===== config.mk =====
export PLATFORM = sky130hd
export DESIGN_NAME = rr_arb4_ctrl
export DESIGN_NICKNAME = d
export VERILOG_FILES = /design/src/rtl/arb4_pkg.sv /design/src/rtl/idx_dec2to4.sv /design/src/rtl/rr_arb4_ctrl.sv
export SDC_FILE = /design/constraint.sdc
export NUM_CORES = 1
export LEC_CHECK = 0
export CAP_MARGIN = 20
export CORE_MARGIN = 2
export CORE_UTILIZATION = 56
export CTS_BUF_LIST = sky130_fd_sc_hd__clkbuf_8
export DETAILED_ROUTE_END_ITERATION = 12
export PLACE_DENSITY = 0.82
export SLEW_MARGIN = 20
export SYNTH_ARGS = -nofsm -noshare
export SYNTH_HDL_FRONTEND = slang
export SYNTH_SLANG_ARGS = --single-unit

===== constraint.sdc =====
create_clock -name clk -period 2.35 [get_ports clk]
set_input_delay 0.235 -clock clk [delete_from_list [all_inputs] [get_ports clk]]
set_output_delay 0.235 -clock clk [all_outputs]
set_load 0.005 [all_outputs]

===== src/rtl/arb4_pkg.sv =====
// Shared definitions for the 4-requester round-robin arbiter.
//   N_REQ   : number of requesters
//   IDX_W   : width of a requester index
//   state_e : arbiter FSM states (IDLE = 1'b0, GRANT = 1'b1)
//   rr_pick : combinational rotate-and-find-first priority search
package arb4_pkg;

  localparam int unsigned N_REQ = 4;
  localparam int unsigned IDX_W = 2;

  typedef enum logic {
    IDLE  = 1'b0,
    GRANT = 1'b1
  } state_e;

  // Returns the first set request searching ptr+1, ptr+2, ptr+3, ptr (mod N_REQ).
  // The result is meaningless when req is all zero; callers gate on |req.
  function automatic logic [IDX_W-1:0] rr_pick(input logic [N_REQ-1:0] req,
                                               input logic [IDX_W-1:0] ptr);
    logic [2*N_REQ-1:0] dbl;
    logic [N_REQ-1:0]   rot;
    logic [IDX_W:0]     base;
    logic [IDX_W-1:0]   off;
    dbl  = {req, req};
    base = {1'b0, ptr} + (IDX_W + 1)'(1);
    // rot[0] is the requester immediately after ptr
    rot  = dbl[base +: N_REQ];
    off  = '0;
    for (int j = N_REQ - 1; j >= 0; j--) begin
      if (rot[j]) off = IDX_W'(j);
    end
    return ptr + IDX_W'(1) + off;
  endfunction

endpackage


===== src/rtl/idx_dec2to4.sv =====
// Binary index to one-hot decoder with enable.
//   idx    : 2-bit index
//   en     : when low the output is all zero
//   onehot : decoded 4-bit one-hot value
module idx_dec2to4
  import arb4_pkg::*;
(
  input  logic [IDX_W-1:0] idx,
  input  logic             en,
  output logic [N_REQ-1:0] onehot
);

  always_comb begin
    onehot = '0;
    if (en) onehot[idx] = 1'b1;
  end

endmodule


===== src/rtl/rr_arb4_ctrl.sv =====
// Four-requester round-robin arbiter with bounded tenure.
//   clk       : rising-edge clock
//   rst       : asynchronous active-high reset
//   req       : level-sensitive requests, bit n = requester n
//   gnt       : one-hot grant (zero when no grant is held)
//   gnt_idx   : index of the current or most recent grantee
//   gnt_valid : high while a grant is held
//   preempt   : one-cycle pulse in the first idle cycle after a hold timeout
// Every tenure is followed by at least one idle cycle. A grant lasts at most
// MAX_HOLD cycles (legal range 2..255).
module rr_arb4_ctrl
  import arb4_pkg::*;
#(
  parameter int unsigned MAX_HOLD = 8
) (
  input  logic             clk,
  input  logic             rst,
  input  logic [N_REQ-1:0] req,
  output logic [N_REQ-1:0] gnt,
  output logic [IDX_W-1:0] gnt_idx,
  output logic             gnt_valid,
  output logic             preempt
);

  localparam logic [7:0] HOLD_LAST = 8'(MAX_HOLD - 1);

  state_e           state_q, state_d;
  logic [IDX_W-1:0] gnt_idx_q, gnt_idx_d;
  logic [IDX_W-1:0] ptr_q, ptr_d;
  logic             valid_q, valid_d;
  logic             preempt_q, preempt_d;
  logic [7:0]       hold_cnt_q, hold_cnt_d;
  logic [IDX_W-1:0] pick;

  assign pick = rr_pick(req, ptr_q);

  always_comb begin
    state_d    = state_q;
    gnt_idx_d  = gnt_idx_q;
    ptr_d      = ptr_q;
    valid_d    = valid_q;
    preempt_d  = 1'b0;
    hold_cnt_d = hold_cnt_q;
    case (state_q)
      IDLE: begin
        if (|req) begin
          state_d    = GRANT;
          gnt_idx_d  = pick;
          ptr_d      = pick;
          valid_d    = 1'b1;
          hold_cnt_d = '0;
        end
      end
      GRANT: begin
        // A dropped request wins over a coincident timeout: no preempt then.
        if (!req[gnt_idx_q]) begin
          state_d = IDLE;
          valid_d = 1'b0;
        end else if (hold_cnt_q == HOLD_LAST) begin
          state_d   = IDLE;
          valid_d   = 1'b0;
          preempt_d = 1'b1;
        end else begin
          hold_cnt_d = hold_cnt_q + 8'd1;
        end
      end
      default: begin
        state_d = IDLE;
        valid_d = 1'b0;
      end
    endcase
  end

  always_ff @(posedge clk or posedge rst) begin
    if (rst) begin
      state_q    <= IDLE;
      gnt_idx_q  <= '0;
      ptr_q      <= '1;  // requester 0 searched first after reset
      valid_q    <= 1'b0;
      preempt_q  <= 1'b0;
      hold_cnt_q <= '0;
    end else begin
      state_q    <= state_d;
      gnt_idx_q  <= gnt_idx_d;
      ptr_q      <= ptr_d;
      valid_q    <= valid_d;
      preempt_q  <= preempt_d;
      hold_cnt_q <= hold_cnt_d;
    end
  end

  idx_dec2to4 u_dec (
    .idx    (gnt_idx_q),
    .en     (valid_q),
    .onehot (gnt)
  );

  assign gnt_idx   = gnt_idx_q;
  assign gnt_valid = valid_q;
  assign preempt   = preempt_q;

endmodule


==> results.md, run 1 <==
- Wires add up to 2.23 mm.
- The run finished with clean final reports.
- The antenna diode instance count is 0.
- The number of nets handed over by synthesis was about 120.
- Of the total power, the share spent switching nets is 0.402.
- The floorplan step defined a die boundary enclosing between 0.002 and 0.0025 sq mm.
- After synthesis the cells add up to about 1000 sq um.
- The highest cell delay on the worst timing path is 0.65 ns.
- The count of nets left with antenna violations once routing finished came out at 0.
- The number of enable-type register cells in the synthesized netlist is 0.
- The portion of total power attributed to sequential cells is 0.352.
- Data on the critical path arrives at its endpoint at 2.23 ns.
- The ratio of routed vias to standard cells is 5.78.
- Clock tree synthesis inserted a total of 3 buffers.
- The slowest stage of the critical path belongs to the cell sky130_fd_sc_hd__clkdlybuf4s50_1.
- After legalization and detailed placement, the total HPWL measured around 1.6 mm.
- The routed design could run at a clock period as short as approximately 2.1 ns.
- The critical path capture point type is a flop.
- Once the clock tree was built, the setup fixing pass inserted 0 buffers.
- The maximum level of the CTS H-tree is 1.
- From bottom edge to top edge, the die measures ~46 um.
- The pin count of the biggest net entering global routing is 16.
- The reg2reg setup slack is ~0.3 ns.
- The critical path required time is 2.52 ns.
- The violation count after the first detailed-routing iteration is 33.
- For this run, asynchronously set or reset flops after synthesis account for 1.00.
- For this run, the register share of the synthesized area comes to 0.378.
- The startpoint identified for the worst register-to-register timing path is ptr_q[0]$_DFFE_PP1P_.
- In the global route stage, overall resource usage came out at 0.234.
- After technology mapping, the gate count stands at 115.
- The total of flip-flops plus latches after synthesis is 15.
- The number of global-route vias before repair was 874.
- The clock passes through at most 2 buffers.
- Summing over every cut layer, the via total after detailed routing is 896.
- The path class of the tightest hold or removal check is in -> async.
- After global routing the overflow that remains totals 0.
- The transition time at the pin with the least slew margin is 0.570 ns.
- The per-instance average area after synthesis is 8.68 sq um.
- Yosys printed 0 warnings.
- Across all hold checks on the routed design, the worst slack comes to 0.340 ns.
- The switching power summed over all nets is about 0.54 mW.
- The highest clock frequency the design can meet is approximately 490 MHz.
- The setup violation total in the final timing report is 0.
- The area growth from synthesis to layout is 20.2%.
- Headroom to the max-slew limit came out at 0.620.
- In the synthesized netlist the dominant register cell turns out to be sky130_fd_sc_hd__dfrtp_1.
- After clock tree synthesis, the clock-pin slew on the worst setup and hold paths is 0.06 ns.
- The number of endpoints with negative hold slack in the final report was 0.
- Of the available clock period, the critical path in the final layout requires 0.874.
- The first-pass detailed-route iteration total is 4.
- The internal portion of the total power is slightly above 0.8 mW.
- Max-cap violations in this run came to 0.
- In this run the core area contains 15 standard-cell rows.
- The clock reaches the later pin of the worst-skew pair after 0.24 ns.
- The wire length of the first global-routing pass is 3.63 mm.
- The cell type group with the largest total delay on the critical path is buffers and inverters.
- During placement, the flow inserted port buffers numbering 13.
- The clock sink count is 15.
- The clock group share of total power is 0.153.
- The total number of nets in the final design is roughly 140.
- The number of antenna violations at the first check in global routing came to 0.
- The path depth of the worst reg2reg path is 7.
- The sort of element at the start of the critical path is a primary input.
- Setup repair after global routing left no endpoint under its margin.
- The area of placed instances is 0.00115 sq mm.
- In this run the power density over the cells is about 1100 mW/mm^2.
- By startpoint and endpoint, the worst setup path is classified as in -> reg.
- The initial utilization of the core area, before any placement, comes to 0.585.
- The floorplan step defined a core boundary enclosing 0.00171 sq mm.
- The CTS tree is yes.
- The hold buffer count at cts is 0.
- The buffering stage count on the worst path with inverters included is 1.
- From left edge to right edge, the die measures 46.2 um.
- The global placement routability congestion is 0.904.
- The number of resized instances in the post-cts repair step is 0.
- After detailed routing, the average wire length per cell comes to around 14 um.
- 14 I/O pins were placed.
- The critical path crosses 8 cells after its start point.
- The combinational fraction of design power is 0.495.
- The sum of negative setup slack is 0 ns.
- The clock arrives with 0.00207 ns of skew.
- The number of pins with negative max-slew slack in the final report is 0.
- Walking the worst path, the cells encountered are clkdlybuf4s50_1 > nor3b_1 > a211o_1 > a221oi_1 > ha_1 > and2_1 > mux2i_1 > xnor2_1.
- The area of all placed cells without fillers is 0.00120 sq mm.
- The highest net fanout along the worst path is 9.
- The layout cell share with drive strength beyond 1 is 0.131.
- The end of the worst register-to-register path is ptr_q[1]$_DFFE_PP1P_.
- For this design the static power due to leakage is just over 0.5 nW.
- The maximum vdd drop is roughly 700 uV.
- The number of unique standard cell types used by synthesis is 41.
- The clock tree root driver cell is sky130_fd_sc_hd__clkbuf_8.
- The final routed DRC violation total is 0.
-- Yosys cell counts, drive strengths merged, types with 2 or more instances --
cell	count	area (sq um)
dfrtp	13	325
nor2	13	48.8
o21ai	11	55.1
a21oi	9	75.1
nand2	9	33.8
inv	6	22.5
or3	6	42.5
nand3	5	25.0
mux2i	4	40.0
clkbuf	3	11.3
nor3b	3	22.5
a221oi	2	17.5
and2	2	12.5
and3	2	12.5
buf	2	16.3
dfstp	2	52.6
ha	2	25.0
nor3	2	10.0
o32ai	2	17.5
or2	2	12.5
-- final cells by class --
type / count / area, sq um
clock inverters: 1 / 3.75
flip-flops and latches: 15 / 378
clock buffers: 3 / 41.3
inverters: 6 / 22.5
repair buffers: 16 / 153
fillers: 140 / 508
multi-input cells: 89 / 571
well taps: 25 / 31.3
-- layer usage --
metal | wire length, um | up-vias | global-route usage
li1 | - | 445 | -
met1 | 940 | 416 | 0.279
met2 | 1140 | 31 | 0.408
met3 | 106 | 4 | 0.0510
met4 | 38 | 0 | 0.0800
met5 | 0 | - | 0
-- layout by cell type, fill, tap and decap left out, drive strengths merged, types with 2 or more instances in the layout --
cell type | netlist | routed
nor2 | 13 | 13
dfrtp | 13 | 13
clkdlybuf4s50 | 0 | 13
o21ai | 11 | 11
nand2 | 9 | 9
a21oi | 9 | 9
inv | 6 | 7
or3 | 6 | 6
nand3 | 5 | 5
mux2i | 4 | 4
nor3b | 3 | 3
clkbuf | 3 | 3
buf | 2 | 3
and2 | 2 | 2
or2 | 2 | 2
o32ai | 2 | 2
and3 | 2 | 2
nor3 | 2 | 2
a221oi | 2 | 2
ha | 2 | 2
dfstp | 2 | 2
-- state kept, by name, indices dropped and copies added (netlist names) --
name	count
hold_cnt_q	8
gnt_valid	1
gnt_idx	2
state_q	1
ptr_q	2
preempt	1
-- logic make-up after synthesis --
family / count (synthesis) / synth area share
muxes: 5 / 0.0514
adders and majority gates: 2 / 0.0251
buffers and inverters: 11 / 0.0501
and+or+nand+nor: 48 / 0.247
xor gates and xnor gates: 2 / 0.0175
DFF: 15 / 0.378
AOI/OAI and AO/OA: 32 / 0.231
-- worst reg2reg max path, delay by kind of cell (launching register included) --
family          cells  cell delay (ns)
compound gates      2             0.63
simple gates        2             0.24
xor+xnor            1             0.15
mux                 1             0.09
fa+ha+maj           1             0.23
flops               1             0.65
-- worst max-delay path by stage --
stage / slack (ns) / end / from
2_1_floorplan: 0.38 / ptr_q[1]$_DFFE_PP1P_ / ptr_q[0]$_DFFE_PP1P_
3_3_place_gp: 0.23 / gnt_idx[1]$_DFFE_PP0P_ / req[1]
3_5_place_dp: 0.06 / ptr_q[1]$_DFFE_PP1P_ / req[1]
4_1_cts: 0.28 / ptr_q[1]$_DFFE_PP1P_ / req[1]
5_1_grt: 0.17 / ptr_q[1]$_DFFE_PP1P_ / req[1]
6_report: 0.30 / ptr_q[1]$_DFFE_PP1P_ / req[1]
-- power groups by stage --
stage               combinational (mW)  clock [mW]  sequential (mW)
CTS                              0.671       0.206            0.472
global route                     0.743       0.216            0.492
finish                           0.668       0.206            0.476
detailed placement               0.667           0            0.476
floorplan                        0.486           0            0.417
global placement                 0.644           0            0.470
-- through the flow --
| stage | power, mW | worst slack (ns) | util | instances |
|---|---|---|---|---|
| 6_report | 1.35 | 0.296 | 0.703 | 155 |
| 5_1_grt | 1.45 | 0.170 | 0.703 | 155 |
| 4_1_cts | 1.35 | 0.284 | 0.703 | 155 |
| 3_5_place_dp | 1.14 | 0.0554 | 0.676 | 151 |
| 3_3_place_gp | 1.11 | 0.228 | 0.676 | 151 |
| 2_1_floorplan | 0.903 | 0.377 | - | 115 |
(Power assumes the default switching activity.)
==> inputs of run 2 (changes only) <==
--- a/config.mk
+++ b/config.mk
@@ -10,8 +10,8 @@
 export CORE_UTILIZATION = 56
 export CTS_BUF_LIST = sky130_fd_sc_hd__clkbuf_8
 export DETAILED_ROUTE_END_ITERATION = 12
+export HOLD_SLACK_MARGIN = 0.03
 export PLACE_DENSITY = 0.82
-export SLEW_MARGIN = 20
 export SYNTH_ARGS = -nofsm -noshare
 export SYNTH_HDL_FRONTEND = slang
 export SYNTH_SLANG_ARGS = --single-unit
==> results of run 2 <==
No change in the layout: final DEF, timing and power equal those of run 1.
==> inputs of run 3 (changes only) <==
--- a/config.mk
+++ b/config.mk
@@ -9,6 +9,7 @@
 export CORE_MARGIN = 2
 export CORE_UTILIZATION = 56
 export CTS_BUF_LIST = sky130_fd_sc_hd__clkbuf_8
+export CTS_CLUSTER_DIAMETER = 30
 export DETAILED_ROUTE_END_ITERATION = 12
 export HOLD_SLACK_MARGIN = 0.03
 export PLACE_DENSITY = 0.82
==> results of run 3 <==
No change in the layout: final DEF, timing and power equal those of run 1.
